`src/rtl/ibus_dbus_arbiter_if.sv`:
```
// Bus bundle between the core's fetch/memory-stage ports, the arbiter and the
// single downstream memory port.
//   ireq_* / iresp_* : instruction-fetch request and response
//   dreq_* / dresp_* : data (load/store) request and response
//   oreq_* / oresp_* : shared downstream single-beat transaction
// Modports:
//   slave  : the arbiter's view (takes core requests, drives the downstream request)
//   master : the environment's view (core plus memory)
interface ibus_dbus_arbiter_if;
  logic        ireq_valid;
  logic [63:0] ireq_addr;
  logic        iresp_addr_ok;
  logic        iresp_data_ok;
  logic [31:0] iresp_data;

  logic        dreq_valid;
  logic [63:0] dreq_addr;
  logic [2:0]  dreq_size;
  logic [7:0]  dreq_strobe;
  logic [63:0] dreq_data;
  logic        dresp_addr_ok;
  logic        dresp_data_ok;
  logic [63:0] dresp_data;

  logic        oreq_valid;
  logic        oreq_is_write;
  logic [63:0] oreq_addr;
  logic [2:0]  oreq_size;
  logic [7:0]  oreq_strobe;
  logic [63:0] oreq_data;
  logic        oresp_ready;
  logic [63:0] oresp_data;

  modport slave (
    input  ireq_valid, ireq_addr,
    output iresp_addr_ok, iresp_data_ok, iresp_data,
    input  dreq_valid, dreq_addr, dreq_size, dreq_strobe, dreq_data,
    output dresp_addr_ok, dresp_data_ok, dresp_data,
    output oreq_valid, oreq_is_write, oreq_addr, oreq_size, oreq_strobe, oreq_data,
    input  oresp_ready, oresp_data
  );

  modport master (
    output ireq_valid, ireq_addr,
    input  iresp_addr_ok, iresp_data_ok, iresp_data,
    output dreq_valid, dreq_addr, dreq_size, dreq_strobe, dreq_data,
    input  dresp_addr_ok, dresp_data_ok, dresp_data,
    input  oreq_valid, oreq_is_write, oreq_addr, oreq_size, oreq_strobe, oreq_data,
    output oresp_ready, oresp_data
  );
endinterface

```
`src/rtl/ibus_dbus_arbiter.sv`:
```
// Shares one single-port memory between the fetch path and the memory stage.
// Registered-grant FSM: the data bus has priority, a streak counter bounds how
// long a pending fetch can be starved, and the winning request is latched until
// its single-beat downstream transaction completes.
// Ports:
//   clk   : clock, all state on the rising edge
//   reset : asynchronous active-low reset
//   bus   : ibus_dbus_arbiter_if.slave (fetch, data and downstream signals)
module ibus_dbus_arbiter #(
  parameter int unsigned MAX_D_STREAK = 4  // 1..15
) (
  input logic               clk,
  input logic               reset,
  ibus_dbus_arbiter_if.slave bus
);

  typedef enum logic [1:0] {
    StIdle  = 2'd0,
    StBusyI = 2'd1,
    StBusyD = 2'd2
  } state_e;

  localparam logic [3:0] MaxStreak = 4'(MAX_D_STREAK);

  state_e      r_state, w_state_d;
  logic [3:0]  r_streak, w_streak_d;
  logic [63:0] r_addr;
  logic [2:0]  r_size;
  logic [7:0]  r_strobe;
  logic [63:0] r_data;
  logic        w_load_i, w_load_d;

  always_comb begin
    w_state_d  = r_state;
    w_streak_d = r_streak;
    w_load_i   = 1'b0;
    w_load_d   = 1'b0;

    bus.iresp_addr_ok = 1'b0;
    bus.iresp_data_ok = 1'b0;
    bus.iresp_data    = 32'd0;
    bus.dresp_addr_ok = 1'b0;
    bus.dresp_data_ok = 1'b0;
    bus.dresp_data    = 64'd0;
    bus.oreq_valid    = 1'b0;
    bus.oreq_is_write = 1'b0;
    bus.oreq_addr     = 64'd0;
    bus.oreq_size     = 3'd0;
    bus.oreq_strobe   = 8'd0;
    bus.oreq_data     = 64'd0;

    // Downstream request comes only from the latches, never from requester inputs.
    if (r_state != StIdle) begin
      bus.oreq_valid    = 1'b1;
      bus.oreq_is_write = |r_strobe;
      bus.oreq_addr     = r_addr;
      bus.oreq_size     = r_size;
      bus.oreq_strobe   = r_strobe;
      bus.oreq_data     = r_data;
    end

    unique case (r_state)
      StIdle: begin
        // Fetch wins only once the data bus has used up its streak allowance.
        if (bus.dreq_valid && ((r_streak < MaxStreak) || !bus.ireq_valid)) begin
          w_load_d  = 1'b1;
          w_state_d = StBusyD;
        end else if (bus.ireq_valid) begin
          w_load_i  = 1'b1;
          w_state_d = StBusyI;
        end
      end
      StBusyI: begin
        if (bus.oresp_ready) begin
          bus.iresp_addr_ok = 1'b1;
          bus.iresp_data_ok = 1'b1;
          bus.iresp_data    = r_addr[2] ? bus.oresp_data[63:32] : bus.oresp_data[31:0];
          w_streak_d        = 4'd0;
          w_state_d         = StIdle;
        end
      end
      StBusyD: begin
        if (bus.oresp_ready) begin
          bus.dresp_addr_ok = 1'b1;
          bus.dresp_data_ok = 1'b1;
          bus.dresp_data    = bus.oresp_data;
          // Count only grants that actually delayed a waiting fetch; saturate.
          if (!bus.ireq_valid) begin
            w_streak_d = 4'd0;
          end else if (r_streak < MaxStreak) begin
            w_streak_d = r_streak + 4'd1;
          end
          w_state_d = StIdle;
        end
      end
      default: w_state_d = StIdle;
    endcase
  end

  always_ff @(posedge clk or negedge reset) begin
    if (!reset) begin
      r_state  <= StIdle;
      r_streak <= 4'd0;
      r_addr   <= 64'd0;
      r_size   <= 3'd0;
      r_strobe <= 8'd0;
      r_data   <= 64'd0;
    end else begin
      r_state  <= w_state_d;
      r_streak <= w_streak_d;
      if (w_load_d) begin
        r_addr   <= bus.dreq_addr;
        r_size   <= bus.dreq_size;
        r_strobe <= bus.dreq_strobe;
        r_data   <= bus.dreq_data;
      end else if (w_load_i) begin
        r_addr   <= bus.ireq_addr;
        r_size   <= 3'd2;
        r_strobe <= 8'd0;
        r_data   <= 64'd0;
      end
    end
  end

endmodule

```
`src/flat_wrapper.sv`:
```
// flat-port wrapper written by rule: the top's interface ports become plain ports
module ibus_dbus_arbiter_flat 
#(
  parameter int unsigned MAX_D_STREAK = 4          
)
  (clk, reset, bus_ireq_valid, bus_ireq_addr, bus_iresp_addr_ok, bus_iresp_data_ok, bus_iresp_data, bus_dreq_valid, bus_dreq_addr, bus_dreq_size, bus_dreq_strobe, bus_dreq_data, bus_dresp_addr_ok, bus_dresp_data_ok, bus_dresp_data, bus_oreq_valid, bus_oreq_is_write, bus_oreq_addr, bus_oreq_size, bus_oreq_strobe, bus_oreq_data, bus_oresp_ready, bus_oresp_data);
  ibus_dbus_arbiter_if bus_i ();
  input logic clk;
  input logic reset;
  input wire logic [$bits(bus_i.ireq_valid)-1:0] bus_ireq_valid;
  input wire logic [$bits(bus_i.ireq_addr)-1:0] bus_ireq_addr;
  output wire logic [$bits(bus_i.iresp_addr_ok)-1:0] bus_iresp_addr_ok;
  output wire logic [$bits(bus_i.iresp_data_ok)-1:0] bus_iresp_data_ok;
  output wire logic [$bits(bus_i.iresp_data)-1:0] bus_iresp_data;
  input wire logic [$bits(bus_i.dreq_valid)-1:0] bus_dreq_valid;
  input wire logic [$bits(bus_i.dreq_addr)-1:0] bus_dreq_addr;
  input wire logic [$bits(bus_i.dreq_size)-1:0] bus_dreq_size;
  input wire logic [$bits(bus_i.dreq_strobe)-1:0] bus_dreq_strobe;
  input wire logic [$bits(bus_i.dreq_data)-1:0] bus_dreq_data;
  output wire logic [$bits(bus_i.dresp_addr_ok)-1:0] bus_dresp_addr_ok;
  output wire logic [$bits(bus_i.dresp_data_ok)-1:0] bus_dresp_data_ok;
  output wire logic [$bits(bus_i.dresp_data)-1:0] bus_dresp_data;
  output wire logic [$bits(bus_i.oreq_valid)-1:0] bus_oreq_valid;
  output wire logic [$bits(bus_i.oreq_is_write)-1:0] bus_oreq_is_write;
  output wire logic [$bits(bus_i.oreq_addr)-1:0] bus_oreq_addr;
  output wire logic [$bits(bus_i.oreq_size)-1:0] bus_oreq_size;
  output wire logic [$bits(bus_i.oreq_strobe)-1:0] bus_oreq_strobe;
  output wire logic [$bits(bus_i.oreq_data)-1:0] bus_oreq_data;
  input wire logic [$bits(bus_i.oresp_ready)-1:0] bus_oresp_ready;
  input wire logic [$bits(bus_i.oresp_data)-1:0] bus_oresp_data;
  assign bus_i.ireq_valid = bus_ireq_valid;
  assign bus_i.ireq_addr = bus_ireq_addr;
  assign bus_iresp_addr_ok = bus_i.iresp_addr_ok;
  assign bus_iresp_data_ok = bus_i.iresp_data_ok;
  assign bus_iresp_data = bus_i.iresp_data;
  assign bus_i.dreq_valid = bus_dreq_valid;
  assign bus_i.dreq_addr = bus_dreq_addr;
  assign bus_i.dreq_size = bus_dreq_size;
  assign bus_i.dreq_strobe = bus_dreq_strobe;
  assign bus_i.dreq_data = bus_dreq_data;
  assign bus_dresp_addr_ok = bus_i.dresp_addr_ok;
  assign bus_dresp_data_ok = bus_i.dresp_data_ok;
  assign bus_dresp_data = bus_i.dresp_data;
  assign bus_oreq_valid = bus_i.oreq_valid;
  assign bus_oreq_is_write = bus_i.oreq_is_write;
  assign bus_oreq_addr = bus_i.oreq_addr;
  assign bus_oreq_size = bus_i.oreq_size;
  assign bus_oreq_strobe = bus_i.oreq_strobe;
  assign bus_oreq_data = bus_i.oreq_data;
  assign bus_i.oresp_ready = bus_oresp_ready;
  assign bus_i.oresp_data = bus_oresp_data;
  ibus_dbus_arbiter #(.MAX_D_STREAK(MAX_D_STREAK)) u_core (.clk(clk), .reset(reset), .bus(bus_i));
endmodule
```
`config.mk`:
```
export PLATFORM = sky130hd
export DESIGN_NAME = ibus_dbus_arbiter_flat
export DESIGN_NICKNAME = d
export VERILOG_FILES = /design/src/rtl/ibus_dbus_arbiter_if.sv /design/src/rtl/ibus_dbus_arbiter.sv /design/src/flat_wrapper.sv
export SDC_FILE = /design/constraint.sdc
export NUM_CORES = 1
export LEC_CHECK = 0
export ABC_AREA = 1
export BUFFER_PORTS_ARGS = -buffer_cell sky130_fd_sc_hd__buf_4
export CAP_MARGIN = 25
export CELL_PAD_IN_SITES_DETAIL_PLACEMENT = 1
export CELL_PAD_IN_SITES_GLOBAL_PLACEMENT = 2
export CORE_ASPECT_RATIO = 1.1
export CORE_MARGIN = 2
export CORE_UTILIZATION = 23
export CTS_CLUSTER_DIAMETER = 30
export DETAILED_ROUTE_END_ITERATION = 10
export GPL_TIMING_DRIVEN = 0
export PLACE_DENSITY = 0.91
export REMOVE_ABC_BUFFERS = 1
export SLEW_MARGIN = 20
export SYNTH_ARGS = -nofsm -noshare
export SYNTH_HDL_FRONTEND = slang
export SYNTH_SLANG_ARGS = --single-unit
```
`constraint.sdc`:
```
create_clock -name clk -period 2.9 [get_ports clk]
set_input_delay 0.29 -clock clk [delete_from_list [all_inputs] [get_ports clk]]
set_output_delay 0.29 -clock clk [all_outputs]
set_load 0.02 [all_outputs]
```
# After elaboration in Yosys (flattened, before gate mapping)
# Cells that the tools add are included.
# word_totals
reg_bits	145
input_bits	272
output_inout_bits	241
elab_cells	62
# classes
n_addsub	1
magnitude_cmp	1
eq_ne	7
n_mux	36
n_reduce_logical	11
# op_table
operator	n
$mux 64	8
$mux 32	3
$mux 8	3
$mux 4	4
$mux 1	10
$mux 3	3
$pmux 4 s2	1
$reduce_or 8->1	1
$mux 2	3
$ne 3x2->1 const B	2
$reduce_bool 2->1	3
$add 4x1->4 const B	1
$lt 4x3->1 const B	1
$ne 2x2->1 const B	2
$pmux 2 s2	1
$reduce_and 4->1	1
$eq 2x1->1 const B	1
$eq 2x2->1 const B	1
$logic_not 2->1	1
$ne 2x1->1 const B	1
$reduce_and 2->1	1
$reduce_or 2->1	1
$logic_and 1x1->1	1
$logic_not 1->1	1
$logic_or 1x1->1	1

# Logic depth before layout (Yosys ltp)
# logic_depth
ltp_word	7
mapped_depth	11

# Least setup slack after synthesis
# Ideal clock, no wire load.
# synth_path
path_type	register to output
from	reg u_core.r_state[1]
to	out bus_iresp_data[22]
arrival_ps	1628
t_required_ps	2610
slack_ps	982
path_stages_with_launch	8
n_path_buf	1
cell_sequence	dfrtp_1 inv_1 ha_1 nand2_1 inv_1 clkbuf_1 o21ai_0 a21oi_1
# synth_via
elab_chain_cells	2
# synth_lines
item	line	rtl
from (decl)	ibus_dbus_arbiter.sv:25	state_e r_state, w_state_d;
from (signal assigned)	ibus_dbus_arbiter.sv:102	r_state <= StIdle;
from (signal assigned)	ibus_dbus_arbiter.sv:109	r_state <= w_state_d;
$eq 2x1->1	ibus_dbus_arbiter.sv:62	unique case (r_state)
$mux 32	ibus_dbus_arbiter.sv:62	
to (decl)	flat_wrapper.sv:14	output wire logic [$bits(bus_i.iresp_data)-1:0] bus_iresp_data;
# No other way between the ends.

# Worst setup path in the final report
# layout_path
from	reg u_core.r_streak[2]
to	reg u_core.r_data[12]
# layout_via
elab_chain_cells	6
# layout_lines
item	line	rtl
from (decl)	ibus_dbus_arbiter.sv:26	logic [3:0] r_streak, w_streak_d;
from (signal assigned)	ibus_dbus_arbiter.sv:110	r_streak <= w_streak_d;
$lt 4x3->1 (*)	ibus_dbus_arbiter.sv:65	if (bus.dreq_valid && ((r_streak < MaxStreak) || !bus.ireq_valid)) begin
$logic_or 1x1->1 (*)	ibus_dbus_arbiter.sv:65	
$logic_and 1x1->1 (*)	ibus_dbus_arbiter.sv:65	
$mux 1	ibus_dbus_arbiter.sv:65	
$mux 1	ibus_dbus_arbiter.sv:62	
$mux 64 / $reduce_bool 2->1 (equally long branches)	-	
to (signal assigned)	ibus_dbus_arbiter.sv:115	r_data <= bus.dreq_data;
to (decl)	ibus_dbus_arbiter.sv:30	logic [63:0] r_data;
# Every way passes the cells marked *; elsewhere a longest branch is shown, timed or not.
# A chain may end at the register's enable or synchronous reset.

==> metrics.txt <==
outcome finished, final reports clean; setup tns final 0 ns; Final setup viols 0; r2r endpoint u_core.r_data[12]$_DFFE_PN0P_; Die Width a little under 200 um; # fillers approximately 5100; first-iteration detailed-routing DRC count about 330; Residual DRC 0; RSZ-0062 raised after global routing false; final net count 2220; Yosys top cell by area dfrtp_1; PortBufs 512; Clock Pin Slew Worst Setup and Hold Paths roughly 0.07 ns; GR Util All Layers 18.7%; starting density of the core ~23%; pwr/cell area 973 nW/um^2; I/O pin count 513; final WL roughly 40000 um; top cell type's share of synthesized area ~40%; Placement Setup Slack -0.121 ns; worst hold slack around 0.052 ns; critical path required time between 3 and 4 ns; Yosys cell types 20; antenna-violating nets left 0; Hold Path Origin bus_dreq_data[17]; Peak VDD IR 0.419 mV; Critical Path Start u_core.r_streak[2]$_DFFE_PN0P_; initial antenna violation count 4; grt ovf 0; Lkg Pwr a little under 9 nW; flop2flop setup slack ~0.31 ns; vias in the first global route approximately 11000; met2 WL post-DR ~20000 um; commonest non-fill, non-tap cells in the layout buf_4, nand2_1, inv_1; Post-DP HPWL between 20000 and 30000 um; sequential-to-total area share from yosys stat between 40% and 50%; critical path class flip-flop to flip-flop; Top Layer Used met4; sequential cell area approximately 3600 um^2; first-pass GRT wire length 58800 um; Avg Inst Size Synth just over 6 um^2; area of the multi-input gates 3530 um^2; Max Freq around 390 MHz; CP arrival just under 3 ns; Root Buffer clkbuf_16; top cells by area, synth dfrtp_1, nand2_1, inv_1; post-route worst setup slack about 0.31 ns; FP Rows between 70 and 80; synth warn 0; WL/cell between 15 and 20 um; Cells after Synth around 1500; r2r startpoint u_core.r_streak[2]$_DFFE_PN0P_; Main synth FF type dfrtp_1; Worst Clk Skew 0.00778 ns; routed via count around 10000; max cap viols 0; met3 WL 3390 um; GPL Wtd Cong ~0.8; area grow syn2layout 57.7%; Fin. Hold Viols 0; DRT Pass-1 Iters 5; H-tree Lvls 4; Final period util between 80% and 90%; die area approximately 41000 um^2; Slew Limit Fails 0; startpoint class of the critical path flip-flop; core box area roughly 39000 um^2; CTS buffer count 17; crit path to u_core.r_data[12]$_DFFE_PN0P_; Synth Register Bits ~150; Syn Std Cell Area ~9000 um^2; CTS tree yes; hold crit path type primary input to flip-flop; share of layout cells above drive strength 1 29.3%; WL met1 between 15000 and 20000 um; Post-synth EDFFs 0; Num Clock Sinks around 150; chip height about 210 um; Worst-Margin Slew 0.870 ns; FF-to-FF path depth 9; Critical Path Sink Type flip-flop; worst rel slew slack a little over two fifths; maximum root-to-sink buffer count 2; largest net degree at the start of global routing 84; Via-to-Cell Ratio roughly 4.2; most common cell after layout, fill and taps aside buf_4; Worst Path Max Fanout 69; ys async rst share 100%; Worst-Skew Late Latency between 0.4 and 0.5 ns; Period minus WS final between 2 and 3 ns
[per-stage QoR]
step / instances / instance area (um^2) / total power (W) / util, %
4_1_cts: 2463 / 14200 / 0.0141 / 36.5
5_1_grt: 2468 / 14200 / 0.0150 / 36.5
6_report: 2468 / 14200 / 0.0139 / 36.5
3_3_place_gp: 2413 / 13100 / 0.00868 / 33.7
2_1_floorplan: 1394 / 8650 / 0.00768 / -
3_5_place_dp: 2428 / 13600 / 0.0115 / 34.8
[cell type report]
class                   instances  area share (%)
diodes                          4          0.0703
inverters                     410            10.9
flip-flops and latches        145            25.5
repair buffers                530            30.0
clock inverters                13            1.16
clock buffers                  19            3.18
well taps                     507            4.45
multi-input cells             840            24.8
[what timing repair did]
item,in CTS,in global routing
gates resized for setup,1,0
setup buffers,2,0
hold buffers,1,0
gates cloned,0,1
pin swaps,1,0
endpoints found under the hold margin,62,0
endpoints found under the setup margin,136,66
[worst min path at each step]
stage	end	slack (ns)	depth (start not counted)
floorplan	u_core.r_addr[0]$_DFFE_PN0P_	-0.006	0
global placement	u_core.r_addr[13]$_DFFE_PN0P_	0.46	2
detailed placement	u_core.r_addr[59]$_DFFE_PN0P_	0.29	1
CTS	u_core.r_data[47]$_DFFE_PN0P_	0.03	3
global route	u_core.r_data[36]$_DFFE_PN0P_	0.03	3
finish	u_core.r_data[17]$_DFFE_PN0P_	0.05	3
[cells by family (layout without fill, tap and decap cells)]
family / count (synthesis) / after routing / synth area share (%)
and+or+nand+nor: 687 / 688 / 29.6
buffers and inverters: 495 / 972 / 21.3
AOI/OAI and AO/OA: 148 / 148 / 8.38
DFF: 145 / 145 / 40.2
adders and majority gates: 4 / 4 / 0.554
other: 0 / 4 / 0
[flip-flops by register name, summed over array words and instances, names as in the netlist]
name	flops
u_core.r_streak	4
u_core.r_addr	64
u_core.r_data	64
u_core.r_strobe	8
u_core.r_size	3
u_core.r_state	2
[worst max-delay path, stage by stage (launching register included)]
cell and delay (ns):
dfrtp_1 0.44, o21ai_4 0.34, buf_12 0.23, buf_16 0.18
buf_16 0.16, nand3_4 0.29, inv_4 0.28, buf_16 0.27
nand2_1 0.13, o21ai_0 0.10
[cell usage after synthesis, types with 3 or more instances]
library cell  number
o21ai_1            3
ha_1               4
nand2_1          407
buf_4              7
buf_2             33
clkbuf_1          45
nand4_1            3
inv_2              4
inv_1            392
clkinv_1          14
a21oi_1           32
nand3_1           67
o21ai_0          109
dfrtp_1          145
nor2_1           209
[power by group]
part	internal [W]	switching, W	total (W)
registers	0.00297	0.000397	0.00337
logic	0.00299	0.00512	0.00811
clock network	0.00135	0.00104	0.00239
[layer usage]
layer	vias up	global-route usage (%)
met1	4854	20.4
met3	58	6.27
li1	5133	-
met2	337	33.6
met4	0	6.58
met5	-	0
No activity file was read; power rests on OpenSTA's default activity.
